--- src/rtl/flash_playback_ctrl_if.sv ---
// Avalon-style word read port between the playback controller and the flash.
interface flash_playback_ctrl_if #(
    parameter int unsigned ADDR_W = 23
);
    logic              flash_mem_read;
    logic [ADDR_W-1:0] flash_mem_address;
    logic              flash_mem_waitrequest;
    logic [31:0]       flash_mem_readdata;
    logic              flash_mem_readdatavalid;

    modport master (
        output flash_mem_read,
        output flash_mem_address,
        input  flash_mem_waitrequest,
        input  flash_mem_readdata,
        input  flash_mem_readdatavalid
    );

    modport slave (
        input  flash_mem_read,
        input  flash_mem_address,
        output flash_mem_waitrequest,
        output flash_mem_readdata,
        output flash_mem_readdatavalid
    );
endinterface

--- src/rtl/flash_playback_ctrl.sv ---
// Audio transport controller: fetches 32-bit flash words and plays them as two
// 16-bit samples paced by sync_clk, with pause, direction, restart and wrap.
module flash_playback_ctrl #(
    parameter int unsigned       ADDR_W     = 23,
    parameter logic [ADDR_W-1:0] START_ADDR = ADDR_W'(23'h000000),
    parameter logic [ADDR_W-1:0] END_ADDR   = ADDR_W'(23'h7FFFF)
) (
    input  logic                         clk,
    input  logic                         reset,
    input  logic                         sync_clk,
    input  logic                         play,
    input  logic                         dir,
    input  logic                         restart,
    flash_playback_ctrl_if.master        flash,
    output logic [15:0]                  audio_data,
    output logic                         audio_valid,
    output logic                         busy
);
    localparam int unsigned SAMPLE_W = 16;
    localparam int unsigned WORD_W   = 32;
    localparam int unsigned REQ_BIT  = 1;

    // One-hot so the read strobe can be taken straight from a single flop.
    typedef enum logic [5:0] {
        IDLE        = 6'b000001,
        REQ         = 6'b000010,
        WAIT_DATA   = 6'b000100,
        PLAY_FIRST  = 6'b001000,
        PLAY_SECOND = 6'b010000,
        ADVANCE     = 6'b100000
    } state_t;

    state_t                state, state_nxt;
    logic [ADDR_W-1:0]     addr, addr_nxt;
    logic [WORD_W-1:0]     word, word_nxt;
    logic                  order, order_nxt;
    logic                  pending, pending_nxt;
    logic [SAMPLE_W-1:0]   data_nxt;
    logic                  valid_nxt;
    logic                  busy_nxt;
    logic                  restart_req;
    logic [ADDR_W-1:0]     restart_addr;

    assign flash.flash_mem_read    = state[REQ_BIT];
    assign flash.flash_mem_address = addr;

    // State and datapath registers.
    always_ff @(posedge clk or negedge reset) begin
        if (!reset) begin
            state       <= IDLE;
            addr        <= START_ADDR;
            word        <= '0;
            order       <= 1'b0;
            pending     <= 1'b0;
            audio_data  <= '0;
            audio_valid <= 1'b0;
            busy        <= 1'b0;
        end else begin
            state       <= state_nxt;
            addr        <= addr_nxt;
            word        <= word_nxt;
            order       <= order_nxt;
            pending     <= pending_nxt;
            audio_data  <= data_nxt;
            audio_valid <= valid_nxt;
            busy        <= busy_nxt;
        end
    end

    // Next-state, address, sample selection and restart servicing.
    always_comb begin
        state_nxt    = state;
        addr_nxt     = addr;
        word_nxt     = word;
        order_nxt    = order;
        pending_nxt  = pending | restart;
        data_nxt     = audio_data;
        valid_nxt    = 1'b0;
        restart_req  = pending | restart;
        restart_addr = dir ? START_ADDR : END_ADDR;

        case (state)
            IDLE: begin
                if (restart_req) begin
                    addr_nxt    = restart_addr;
                    pending_nxt = 1'b0;
                end
                if (play) state_nxt = REQ;
            end
            REQ: begin
                if (!flash.flash_mem_waitrequest) state_nxt = WAIT_DATA;
            end
            WAIT_DATA: begin
                if (flash.flash_mem_readdatavalid) begin
                    if (restart_req) begin
                        addr_nxt    = restart_addr;
                        pending_nxt = 1'b0;
                        state_nxt   = REQ;
                    end else begin
                        word_nxt  = flash.flash_mem_readdata;
                        order_nxt = dir;
                        state_nxt = PLAY_FIRST;
                    end
                end
            end
            PLAY_FIRST, PLAY_SECOND: begin
                if (restart_req) begin
                    addr_nxt    = restart_addr;
                    pending_nxt = 1'b0;
                    state_nxt   = REQ;
                end else if (sync_clk && play) begin
                    // order=1: low half first; order=0: high half first.
                    if ((state == PLAY_FIRST) == order) data_nxt = word[SAMPLE_W-1:0];
                    else                               data_nxt = word[WORD_W-1:SAMPLE_W];
                    valid_nxt = 1'b1;
                    state_nxt = (state == PLAY_FIRST) ? PLAY_SECOND : ADVANCE;
                end
            end
            ADVANCE: begin
                state_nxt = REQ;
                if (restart_req) begin
                    addr_nxt    = restart_addr;
                    pending_nxt = 1'b0;
                end else if (dir) begin
                    addr_nxt = (addr == END_ADDR) ? START_ADDR : addr + ADDR_W'(1);
                end else begin
                    addr_nxt = (addr == START_ADDR) ? END_ADDR : addr - ADDR_W'(1);
                end
            end
            default: state_nxt = IDLE;
        endcase

        busy_nxt = (state_nxt != IDLE);
    end
endmodule

--- src/flat_wrapper.sv ---
// flat-port wrapper written by rule: the top's interface ports become plain ports
module flash_playback_ctrl_flat 
#(
    parameter int unsigned       ADDR_W     = 23,
    parameter logic [ADDR_W-1:0] START_ADDR = ADDR_W'(23'h000000),
    parameter logic [ADDR_W-1:0] END_ADDR   = ADDR_W'(23'h7FFFF)
)
  (clk, reset, sync_clk, play, dir, restart, audio_data, audio_valid, busy, flash_flash_mem_read, flash_flash_mem_address, flash_flash_mem_waitrequest, flash_flash_mem_readdata, flash_flash_mem_readdatavalid);
  flash_playback_ctrl_if #(.ADDR_W(ADDR_W)) flash_i ();
  input  logic clk;
  input  logic reset;
  input  logic sync_clk;
  input  logic play;
  input  logic dir;
  input  logic restart;
  output logic [15:0] audio_data;
  output logic audio_valid;
  output logic busy;
  output wire logic [$bits(flash_i.flash_mem_read)-1:0] flash_flash_mem_read;
  output wire logic [$bits(flash_i.flash_mem_address)-1:0] flash_flash_mem_address;
  input wire logic [$bits(flash_i.flash_mem_waitrequest)-1:0] flash_flash_mem_waitrequest;
  input wire logic [$bits(flash_i.flash_mem_readdata)-1:0] flash_flash_mem_readdata;
  input wire logic [$bits(flash_i.flash_mem_readdatavalid)-1:0] flash_flash_mem_readdatavalid;
  assign flash_flash_mem_read = flash_i.flash_mem_read;
  assign flash_flash_mem_address = flash_i.flash_mem_address;
  assign flash_i.flash_mem_waitrequest = flash_flash_mem_waitrequest;
  assign flash_i.flash_mem_readdata = flash_flash_mem_readdata;
  assign flash_i.flash_mem_readdatavalid = flash_flash_mem_readdatavalid;
  flash_playback_ctrl #(.ADDR_W(ADDR_W), .START_ADDR(START_ADDR), .END_ADDR(END_ADDR)) u_core (.clk(clk), .reset(reset), .sync_clk(sync_clk), .play(play), .dir(dir), .restart(restart), .flash(flash_i), .audio_data(audio_data), .audio_valid(audio_valid), .busy(busy));
endmodule
--- config.mk ---
export PLATFORM = sky130hd
export DESIGN_NAME = flash_playback_ctrl_flat
export DESIGN_NICKNAME = d
export VERILOG_FILES = /design/src/rtl/flash_playback_ctrl_if.sv /design/src/rtl/flash_playback_ctrl.sv /design/src/flat_wrapper.sv
export SDC_FILE = /design/constraint.sdc
export NUM_CORES = 1
export LEC_CHECK = 0
export ABC_CLOCK_PERIOD_IN_PS = 4260
export BUFFER_PORTS_ARGS = -buffer_cell sky130_fd_sc_hd__buf_4
export CELL_PAD_IN_SITES_DETAIL_PLACEMENT = 1
export CELL_PAD_IN_SITES_GLOBAL_PLACEMENT = 1
export CORE_ASPECT_RATIO = 1.75
export CORE_MARGIN = 2
export CORE_UTILIZATION = 46
export CTS_CLUSTER_DIAMETER = 80
export DETAILED_ROUTE_END_ITERATION = 8
export PLACE_DENSITY_LB_ADDON = 0.1
export SKIP_LAST_GASP = 1
export SYNTH_ARGS = -nofsm -noshare
export SYNTH_HDL_FRONTEND = slang
export SYNTH_SLANG_ARGS = --single-unit
export TNS_END_PERCENT = 30
--- constraint.sdc ---
create_clock -name clk -period 4.26 [get_ports clk]
set_clock_uncertainty 0.15 [all_clocks]
set_input_delay 0.639 -clock clk [delete_from_list [all_inputs] [get_ports clk]]
set_output_delay 0.639 -clock clk [all_outputs]
set_load 0.03 [all_outputs]
==> metrics <==
status finished, final reports clean; worst r2r dst u_core.flash.flash_mem_address[15]; Num CTS Buffers 9; I/O pins 82; Max H-tree Level 3; Worst Setup Path Type flop to flop; Die Span X 78.9 µm; RSZ-0062 raised after global routing false; CTS tree yes; total grt overflow 0; FF+latch count, synth 81; initial antenna violation count 0; synthesized instance count 457; Vias 3913; Seq/Total Area, Yosys 0.449; GRT Total Usage 0.257; first-pass GRT wire length roughly 21 mm; hold buffer count at CTS 0; P_leak 2.49 nW; Worst Setup End Kind flop; Starting Density 0.475; # nets final 563; Post-Syn Area per Cell about 9.9 µm²; Worst-Skew Late Latency approximately 340 ps; Hold Slack 315 ps; vias in the first global route 4109; DRC viols 0; dominant synthesized flop cell dfrtp_1; routed len/inst 20.3 µm; final setup fails 0; TritonRoute pass-1 iters 5; vias per cell just over 6; Power Dens Cells 610 nW/µm²; post-route cell area 5440 µm²; GRT met2 Usage 0.475; Die ar. 10700 µm²; IR Drop Worst-Case VDD 360 µV; final slew viol count 0; MaxCap Viol Count 0; Netlist Area Pre-Place 4520 µm²; delay-heaviest family, CP compound AO/OA/AOI/OAI gates; crit path DAT 3130 ps; I/O Buffers 81; met3 usage 0.0460; asr flop ratio synth 1.00; layout cells sized above 1 0.282; DPL Wire Length 9.45 mm; flop2flop setup slack roughly 1200 ps; Reg clk slew, reported paths 70 ps; largest net degree at the start of global routing a little over 80; fill cell count ~1100; count of buffer and inverter cells on the critical path 0; final WL 13.1 mm; fmax 326 MHz; Final period util 0.720; crit-path cells nor4b_1, and3_1, o31a_1, nand3_1, a221o_1; critical path startpoint category flop; post-cts sizing count 0; detailed router's first-iteration violation count 129; EDFF count, synth 0; Diodes inserted 0; Final min period 3070 ps; GP Congestion 0.897; Die Height 135 µm; Cell Rows 47; Required @ worst endpoint 4330 ps; Worst Reg-to-Reg Cells 5; Top Usage Layer GRT met2; deepest clock path buffer count 2; final count of hold timing violations 0; Mapped Nets 500; class of the worst hold path primary input to asynchronous set/reset pin; Slowest Stage Delay on Critical Path about 740 ps; Syn. warnings 0; DRT antenna net count 0; Layout Area Growth over Synthesis 20.4%; setup_tns 0 ps; library cells used by synthesis 63; # clock sinks 81; met1 Use GR 0.271; Placed Area ~5200 µm²; clk root buf clkbuf_16; reg2reg start u_core.state[5]; Max-slew headroom 0.300; critical path launch point u_core.state[5]; Worst-Margin Slew roughly 1000 ps; maximum fanout along the worst path 18; total core area 9530 µm²; CP max stage cell o31a_1; Post-CTS Setup Bufs 0
[per-layer routing]
layer	vias up	routed length [µm]
met5	-	0
met1	1965	4860
li1	1809	-
met4	0	590
met3	33	471
met2	106	7210
[worst max-delay path by stage]
stage                     slack, ps                                 end  cells after the start
after floorplan                1720  u_core.flash.flash_mem_address[14]                      8
after global placement         1390  u_core.flash.flash_mem_address[15]                      5
after detailed placement       1240  u_core.flash.flash_mem_address[15]                      5
after CTS                      1220  u_core.flash.flash_mem_address[15]                      5
after global routing            990  u_core.flash.flash_mem_address[15]                      5
final                          1190  u_core.flash.flash_mem_address[15]                      5
[report_power, final]
part | switching [mW] | internal [mW] | leakage, nW
Sequential | 0.330 | 0.978 | 1.07
Combinational | 0.723 | 0.547 | 1.29
Clock | 0.340 | 0.401 | 0.138
[cell usage after synthesis (3+ instances only)]
master	count	area [µm²]
a21oi_1	13	65.1
xor2_1	13	114
xnor2_1	9	78.8
clkbuf_1	18	67.6
or4_1	5	37.5
nor4_1	12	75.1
o31ai_1	3	22.5
or3_1	4	25.0
dfrtp_1	80	2000
nand4_1	9	56.3
and3_1	4	25.0
nor3b_1	3	22.5
o32a_1	4	40.0
a21o_1	5	37.5
nor3_1	15	75.1
a211oi_1	3	22.5
buf_2	12	60.1
ha_1	3	37.5
a31oi_1	6	37.5
mux2i_1	16	160
a211o_1	4	35.0
o21ai_0	29	145
o21a_1	3	22.5
nand3_1	16	80.1
or2_2	3	18.8
nand4b_1	3	26.3
nand2_1	43	161
nor2b_1	3	18.8
inv_1	9	33.8
o211ai_1	3	22.5
mux2_2	33	372
o31a_1	3	26.3
nor2_1	27	101
a221o_1	6	60.1
[kinds of logic after synthesis]
kind of cell               Yosys count  synth area share
and+or+nand+nor                    159             0.186
AOI/OAI and AO/OA                  100             0.153
DFF                                 81             0.449
muxes                               49             0.118
buffers and inverters               43            0.0440
xor gates and xnor gates            22            0.0426
adders and majority gates            3           0.00830
[per-stage QoR]
| step | worst slack, ps | instances | total power, mW | utilization |
|---|---|---|---|---|
| after floorplan | 1720 | 457 | 2.17 | - |
| after global placement | 1390 | 631 | 2.54 | 0.542 |
| after detailed placement | 1240 | 631 | 2.59 | 0.542 |
| after CTS | 1220 | 647 | 3.34 | 0.571 |
| after global routing | 988 | 647 | 3.51 | 0.571 |
| final | 1190 | 647 | 3.32 | 0.571 |
[cell type report]
cell class | instances | area (µm²) | area share
clock buffer | 9 | 225 | 0.0414
clock inverter | 7 | 55.1 | 0.0101
inverter | 9 | 33.8 | 0.00621
multi-input combinational | 333 | 2300 | 0.423
sequential | 81 | 2030 | 0.373
tap | 122 | 153 | 0.0280
timing repair buffer | 86 | 646 | 0.119
[registers in the layout, indices dropped and copies added, names as in the netlist]
| signal | cells |
|---|---|
| u_core.audio_data | 16 |
| u_core.flash.flash_mem_address | 23 |
| u_core.pending | 1 |
| u_core.word | 32 |
| u_core.order | 1 |
| u_core.busy | 1 |
| u_core.state | 6 |
| u_core.audio_valid | 1 |
[cells in the final DEF, fill, tap and decap left out, types with 4 or more instances in the layout]
master,synthesis,routed
buf_4,2,86
dfrtp_1,80,80
nand2_1,43,43
mux2_2,33,33
o21ai_0,29,29
nor2_1,27,27
nand3_1,16,16
mux2i_1,16,16
nor3_1,15,15
a21oi_1,13,13
nor4_1,12,12
xor2_1,13,12
inv_1,9,9
nand4_1,9,9
xnor2_1,9,9
clkbuf_16,0,9
a221o_1,6,6
a31oi_1,6,6
or4_1,5,5
a21o_1,5,5
or3_1,4,4
and3_1,4,4
o32a_1,4,4
a211o_1,4,4
Note: power is estimated with default switching activity, not from simulation.
